--- config.mk ---
export PLATFORM = sky130hd
export DESIGN_NAME = sqrt_iterative
export DESIGN_NICKNAME = d
export VERILOG_FILES = /design/src/rtl/sqrt_pkg.sv /design/src/rtl/sqrt_step.sv /design/src/rtl/sqrt_iterative.sv
export SDC_FILE = /design/constraint.sdc
export NUM_CORES = 1
export LEC_CHECK = 0
export ABC_CLOCK_PERIOD_IN_PS = 3150
export CAP_MARGIN = 15
export CORE_MARGIN = 2
export CORE_UTILIZATION = 30
export CTS_CLUSTER_DIAMETER = 60
export DETAILED_ROUTE_END_ITERATION = 6
export PLACE_DENSITY = 0.51
export SYNTH_ARGS = -nofsm -noshare
export SYNTH_HDL_FRONTEND = slang
export SYNTH_SLANG_ARGS = --single-unit
--- constraint.sdc ---
create_clock -name clk -period 3.15 [get_ports clk]
set_clock_uncertainty 0.05 [all_clocks]
set_input_delay 0.4725 -clock clk [delete_from_list [all_inputs] [get_ports clk]]
set_output_delay 0.4725 -clock clk [all_outputs]
set_load 0.02 [all_outputs]
--- src/rtl/sqrt_pkg.sv ---
// Shared definitions for the integer square-root family: FSM encoding and
// width derivations, so iterative and future pipelined variants agree.
package sqrt_pkg;

   localparam logic [1:0] S_IDLE = 2'd0;
   localparam logic [1:0] S_CALC = 2'd1;
   localparam logic [1:0] S_DONE = 2'd2;

   typedef enum logic [1:0] {
      IDLE = S_IDLE,
      CALC = S_CALC,
      DONE = S_DONE
   } state_t;

   // Root width for a given radicand width.
   function automatic int root_w(input int width);
      return width / 2;
   endfunction

   // Working remainder width: two bits above the root covers the shifted
   // remainder before the trial subtraction on the final step.
   function automatic int rem_w(input int width);
      return width / 2 + 2;
   endfunction

   // Iteration counter width, able to hold the value RW.
   function automatic int cnt_w(input int width);
      return $clog2(width / 2 + 1);
   endfunction

endpackage

--- src/rtl/sqrt_step.sv ---
// One restoring square-root digit step: brings in two radicand bits,
// tries subtracting (root<<2)|1 and produces the next root bit.
module sqrt_step #(
   parameter int RW = 8
) (
   input  logic [RW+1:0] rem,
   input  logic [RW-1:0] root,
   input  logic [1:0]    bits,
   output logic [RW+1:0] rem_nxt,
   output logic [RW-1:0] root_nxt
);

   logic [RW+1:0] rem_sh;
   logic [RW+1:0] trial;

   // Trial subtraction; the remainder is restored by simply not subtracting.
   always_comb begin
      rem_sh   = (rem << 2) | {{RW{1'b0}}, bits};
      trial    = {root, 2'b01};
      rem_nxt  = rem_sh;
      root_nxt = root << 1;
      if (rem_sh >= trial) begin
         rem_nxt  = rem_sh - trial;
         root_nxt = (root << 1) | {{(RW-1){1'b0}}, 1'b1};
      end
   end

endmodule

--- src/rtl/sqrt_iterative.sv ---
// Handshaked iterative integer square root: one root bit per enabled cycle,
// floor or round-to-nearest result plus the unrounded remainder.
module sqrt_iterative
   import sqrt_pkg::*;
#(
   parameter int WIDTH = 16,
   parameter int ROUND = 0
) (
   input  logic               clk,
   input  logic               reset_n,
   input  logic               ce,
   input  logic               in_valid,
   output logic               in_ready,
   input  logic [WIDTH-1:0]   x_in,
   output logic               out_valid,
   input  logic               out_ready,
   output logic [WIDTH/2-1:0] x_out,
   output logic [WIDTH/2:0]   rem_out
);

   localparam int RW  = root_w(WIDTH);
   localparam int REW = rem_w(WIDTH);
   localparam int CW  = cnt_w(WIDTH);

   state_t           state_q, state_d;
   logic [WIDTH-1:0] x_sh;
   logic [RW-1:0]    root_q, root_nxt;
   logic [REW-1:0]   rem_q, rem_nxt;
   logic [CW-1:0]    cnt_q;
   logic [RW-1:0]    x_out_q, x_out_d;
   logic [RW:0]      rem_out_q;
   logic             accept, step, last;

   sqrt_step #(.RW(RW)) u_step (
      .rem      (rem_q),
      .root     (root_q),
      .bits     (x_sh[WIDTH-1 -: 2]),
      .rem_nxt  (rem_nxt),
      .root_nxt (root_nxt)
   );

   assign accept = (state_q == IDLE) && in_valid;
   assign step   = (state_q == CALC) && ce;
   assign last   = step && (cnt_q == CW'(1));

   // State register.
   always_ff @(posedge clk or negedge reset_n) begin
      if (!reset_n) state_q <= IDLE;
      else          state_q <= state_d;
   end

   // Next state and handshake outputs.
   always_comb begin
      state_d   = state_q;
      in_ready  = 1'b0;
      out_valid = 1'b0;
      case (state_q)
         IDLE: begin
            in_ready = 1'b1;
            if (in_valid) state_d = CALC;
         end
         CALC: if (last) state_d = DONE;
         DONE: begin
            out_valid = 1'b1;
            if (out_ready) state_d = IDLE;
         end
         default: state_d = IDLE;
      endcase
   end

   // Rounding: rem > root means x >= root^2 + root + 1, i.e. past the half
   // point. An all-ones root cannot grow, so it saturates.
   always_comb begin
      x_out_d = root_nxt;
      if (ROUND != 0 && (rem_nxt > {2'b00, root_nxt}) && !(&root_nxt))
         x_out_d = root_nxt + 1'b1;
   end

   // Datapath: load on accept, step while enabled, publish on the last step.
   always_ff @(posedge clk or negedge reset_n) begin
      if (!reset_n) begin
         x_sh      <= '0;
         root_q    <= '0;
         rem_q     <= '0;
         cnt_q     <= '0;
         x_out_q   <= '0;
         rem_out_q <= '0;
      end else if (accept) begin
         x_sh   <= x_in;
         root_q <= '0;
         rem_q  <= '0;
         cnt_q  <= CW'(RW);
      end else if (step) begin
         x_sh   <= x_sh << 2;
         root_q <= root_nxt;
         rem_q  <= rem_nxt;
         cnt_q  <= cnt_q - 1'b1;
         if (last) begin
            x_out_q   <= x_out_d;
            rem_out_q <= rem_nxt[RW:0];
         end
      end
   end

   assign x_out   = x_out_q;
   assign rem_out = rem_out_q;

endmodule

=== Yosys cells after proc, flatten, opt, wreduce, memory -nomap -nowiden ===
Index checks and enable logic that the tools add are counted.
W data, S select, Z words.

* Output and inout bits: 19
* Flip-flop bits (word level): 55
* Word-level logic and storage cells: 41
* Bits of input ports: 21

* Bitwise gates (word level): 2
* Muxes and demuxes: 16
* Reductions and logical operators: 7
* Equality and inequality tests: 6
* $lt $le $gt $ge: 1
* Add/subtract/negate cells: 2

{| class="wikitable"
|+ Operators with widths
! operator !! number
|-
| $mux W16 || 2
|-
| $mux W8 || 4
|-
| $ge A10 B10 Y1 || 1
|-
| $or A10 B2 Y10 || 1
|-
| $mux W9 || 1
|-
| $sub A9 B9 Y9 || 1
|-
| $mux W4 || 2
|-
| $mux W2 || 3
|-
| $ne A2 B2 Y1 const B || 3
|-
| $pmux W2 S3 || 1
|-
| $reduce_and A3 Y1 || 2
|-
| $eq A4 B1 Y1 const B || 1
|-
| $sub A4 B1 Y4 const B || 1
|-
| $logic_and A1 B1 Y1 || 3
|-
| $mux W1 || 3
|-
| $eq A2 B1 Y1 const B || 1
|-
| $eq A2 B2 Y1 const B || 1
|-
| $logic_not A2 Y1 || 1
|-
| $reduce_bool A2 Y1 || 1
|-
| $not A1 Y1 || 1
|}

=== Logic depth before layout (Yosys ltp) ===
* Depth after elaboration: 5
* Gate-level depth with buffers: 9

=== By module ===
Synthesis repeated with hierarchy kept, for this count alone.

* Cell total of the unflattened synthesis: 243
* Area total of the unflattened synthesis: 2964.1 µm²

{| class="wikitable"
|+ Modules (own cells, without submodules)
! module !! sequential area each (µm²) !! area an instance (µm²) !! times used !! cells an instance
|-
| sqrt_iterative || 1426.4 || 2303.5 || 1 || 160
|-
| sqrt_step || 0.0 || 660.6 || 1 || 83
|}

=== Worst setup path before layout ===
Ideal clock, no wire load.

* Path kind: register -> register
* Start point: reg rem_q[3]
* End point: reg rem_q[2]
* Arrival time: 1.779 ns
* Buffers on the path: 2
* Cell stages (with the launch flop): 9
* Setup time: 0.126 ns
* Required time: 2.974 ns
* Period minus slack after synthesis: 1.955 ns
* Path slack: 1.195 ns
* Cells stage by stage: dfrtp_1 ha_1 buf_4 o21ai_0 a211oi_2 o21a_1 buf_4 nor2_2 a311o_1

* Cells in the longest elaborated chain, start to end: 5

{| class="wikitable"
|+ RTL lines
! item !! RTL line !! text
|-
| from (decl) || sqrt_iterative.sv:28 || <nowiki>logic [REW-1:0] rem_q, rem_nxt;</nowiki>
|-
| from (signal assigned) || sqrt_iterative.sv:96 || <nowiki>rem_q <= rem_nxt;</nowiki>
|-
| $or A10 B2 Y10 || sqrt_step.sv:18 || <nowiki>rem_sh = (rem << 2) | {{RW{1'b0}}, bits};</nowiki>
|-
| $ge A10 B10 Y1 || sqrt_step.sv:22 || <nowiki>if (rem_sh >= trial) begin</nowiki>
|-
| $mux W9 || sqrt_step.sv:22 ||
|-
| $mux W8 || sqrt_iterative.sv:93 || <nowiki>end else if (step) begin</nowiki>
|-
| $mux W8 || sqrt_iterative.sv:88 || <nowiki>end else if (accept) begin</nowiki>
|}

Every way passes these cells. The select of a mux whose other input is x is not followed.
A chain may end at the register's enable or synchronous reset.

=== Worst setup path in the final report ===
* Start point: reg root_q[3]
* End point: reg rem_q[2]

* Cells in the longest elaborated chain, start to end: 4

{| class="wikitable"
|+ RTL lines
! item !! RTL line !! text
|-
| from (decl) || sqrt_iterative.sv:27 || <nowiki>logic [RW-1:0] root_q, root_nxt;</nowiki>
|-
| from (signal assigned) || sqrt_iterative.sv:95 || <nowiki>root_q <= root_nxt;</nowiki>
|-
| $ge A10 B10 Y1 || sqrt_step.sv:22 ||
|-
| $mux W9 || sqrt_step.sv:22 ||
|-
| $mux W8 || sqrt_iterative.sv:93 ||
|-
| $mux W8 || sqrt_iterative.sv:88 ||
|}

Every way passes these cells. The select of a mux whose other input is x is not followed.

==> results.py <==
metrics = {
    "power_and_ir_drop": {
        "switching_share_pct": 46.7,
        "pwr-share-clk_pct": 12.0,
        "powerDensity_nw_per_um2": 1160,
        "p_sw_uw": 1890,
        "total_power_uw": 4040,
        "p_int_uw": 2150,
        "ir_drop_mv": 0.396,
        "combPwrFrac_pct": 57.2,
        "p_leak_uw": 0.00151,
        "p_seq_share_pct": 30.8,
    },
    "cells_and_area": {
        "final_nets": 371,
        "stdcell_area_um2": 3470,
        "diodes": 0,
        "drive_gt1_share_pct": 9.76,
        "fillCellCount": 975,
        "syn_to_final_growth_pct": 20.9,
    },
    "synthesis": {
        "synth_area_leaders": "dfrtp_1 48%, nand2_1 8.2%, ha_1 5.2%, a22oi_1 3.1%, o21ai_0 3.0%",
        "ys_seq_elements": 55,
        "async_flop_share_pct": 100,
        "ys_types": 46,
        "synth_top_area_share_pct": 48.0,
        "synthMuxAreaShare_pct": 0.392,
        "yosys.area.top_type": "dfrtp_1",
        "synth_top_family_by_area": "compound AO/OA/AOI/OAI gates",
        "synth-xor-area-share_pct": 1.83,
        "synthesis.nets": 336,
        "yosysMostFrequentCell": "nand2_1",
        "synth-main-ff-cell": "dfrtp_1",
        "synthTopCellsByCount": "63 x nand2_1, 55 x dfrtp_1, 17 x o21ai_0, 16 x inv_1, 15 x nor2_1",
        "synth_simple_gate_area_share_pct": 17.1,
        "synth-edff-count": 0,
        "syn_area_um2": 2870,
        "ys_warn_count": 0,
        "seq_area_frac_synth_pct": 48.0,
        "syn_inst": 303,
        "synth_compound_area_share_pct": 21.7,
        "synth_fa_ha_area_share_pct": 5.23,
        "avgSynthCellArea_um2": 9.47,
    },
    "sta": {
        "fmax_mhz": 412,
        "fin_setup_tns_ns": 0,
        "tightestPinTransition_ns": 0.567,
        "min_period_over_period_pct": 77.1,
        "finalHoldViolCount": 0,
        "max-slew-margin-rel_pct": 62.2,
        "finalSetupViolations": 0,
        "postLayoutSetupSlackWorst_ns": 0.720,
        "rsz0062_at_grt": "no",
        "period_needed_ns": 2.43,
        "finalMaxSlewViolations": 0,
    },
    "clocking": {
        "insertion_delay_ns": 0.31,
        "clockBufferDepth": 2,
        "cts_tree": "built",
        "cts-root-buf": "clkbuf_8",
        "holdBufCountCts": 0,
        "clk_pin_slew_worst_paths_ns": 0.11,
        "cts_buffers": 5,
        "cts_sinks": 55,
        "ctsResizeCount": 0,
        "postCtsSetupRepairBufs": 0,
        "htreeDepth": 2,
    },
    "worst_setup_path": {
        "cp_slowest_stage_delay_ns": 0.44,
        "cp_slowest_cell": "o21ai_1",
        "cp-end-kind": "flop",
        "arrival_ns": 2.59,
        "path_max_fanout": 8,
        "crit_type": "reg -> reg",
        "cp_top_family": "compound AO/OA/AOI/OAI gates",
        "cp_num_buf_inv": 2,
        "critical_path.cell_chain": "inv_1, ha_1, a21oi_1, nand2_1, o21ai_1, buf_4, a211oi_1, a311o_1",
        "start_kind": "flop",
        "cp.required_ns": 3.31,
    },
    "placement": {
        "place_ws_ns": 0.634,
        "place_area_um2": 3360,
        "hpwlAfterDp_um": 5100,
        "port_buffers": 39,
        "globalplace.congestion": 0.829,
    },
    "route": {
        "detail-route-antenna-nets": 0,
        "routed_wl_um": 7090,
        "firstDrtPassIters": 4,
        "detail_route.iter0.violations": 124,
        "drt_drc_violations_left": 0,
        "wl_per_cell_um": 15.2,
        "vias": 2354,
        "viasPerCell": 5.04,
    },
    "floorplanning": {
        "coreArea_um2": 9240,
        "die_h_um": 102,
        "die_x_um": 102,
        "dieArea_um2": 10400,
        "rows": 35,
        "ios": 40,
        "initial_core_util_pct": 31.1,
    },
    "run_status": {
        "status": "completed",
    },
    "global_route": {
        "grtUsageTotal_pct": 14.6,
        "grt_max_degree": 32,
        "grt_busiest_layer": "met2",
        "antenna_found_initial": 0,
        "grt.overflow.total": 0,
        "grt_use_met2_pct": 24.5,
        "met3_usage_pct": 3.21,
        "grt_pass1_wl_um": 11900,
        "grt_pass1_vias": 2431,
        "grt_use_met1_pct": 18.7,
    },
    "min_path": {
        "hold_path_class": "in -> async",
    },
    "job": {
        "max_cap_viol_count": 0,
    },
}
-- layout make-up --
type	count	area [um^2]	area share, %
clock buffer	5	68.8	1.98
clock inverter	2	37.5	1.08
inverter	16	60.1	1.73
multi-input combinational	215	1340	38.5
sequential	55	1380	39.7
tap	129	161	4.65
timing repair buffer	45	430	12.4
-- path summary, 6_finish.rpt --
kind | endpoint | cells past startpoint | from | slack [ns]
worst max-delay path | rem_q[2] | 8 | root_q[3] | 0.72
worst min-delay path | rem_out[4] | 1 | reset_n | 0.08
worst max register to register | rem_q[2] | 8 | root_q[3] | 0.72
worst min register to register | root_q[2] | 2 | root_q[2] | 0.44
max in group asynchronous | state_q[0] | 2 | reset_n | 2.11
min in group clk | root_q[2] | 2 | root_q[2] | 0.44
-- cell usage in the layout (no fill, tap or decap), types with 7 or more instances in the layout --
master,n
inv_1,16
nor2_1,14
o21ai_2,9
a22oi_1,12
nor3_1,7
ha_1,12
o21ai_0,17
clkdlybuf4s50_1,38
nand2_1,63
a21oi_1,14
dfrtp_1,55
-- flip-flops by register name, summed over array words and instances, names as in the netlist --
register / count
root_q: 8
cnt_q: 4
rem_out: 9
x_sh: 16
state_q: 2
rem_q: 8
x_out: 8
-- kinds of logic (layout without fill, tap and decap cells) --
kind of cell | count (synthesis) | in the layout
AND/OR/NAND/NOR | 107 | 107
AO/OA/AOI/OAI | 89 | 89
flip-flops | 55 | 55
multiplexers | 1 | 1
buffers and inverters | 33 | 68
XOR/XNOR | 6 | 6
adder cells (fa/ha/maj) | 12 | 12
-- per-layer routing --
metal | share of wire (%) | vias to the layer above
met3 | 4.4 | 12
li1 | - | 1137
met1 | 46 | 1149
met4 | 2.4 | 0
met5 | 0 | -
met2 | 47 | 56
-- power by group through the flow --
stage	combinational (uW)	sequential [uW]	clock, uW
CTS	2320	1250	491
global route	2580	1290	516
detailed placement	2310	1260	0
floorplan	1540	1310	0
finish	2310	1240	484
global placement	2300	1260	0
-- stage by stage --
step	cells	util, %	hold WS, ns
finish	467	37.6	0.0839
global route	467	37.6	0.141
detailed placement	460	36.4	0.414
floorplan	303	-	0.127
global placement	460	36.4	0.412
CTS	467	37.6	0.112
(Power assumes the default switching activity.)
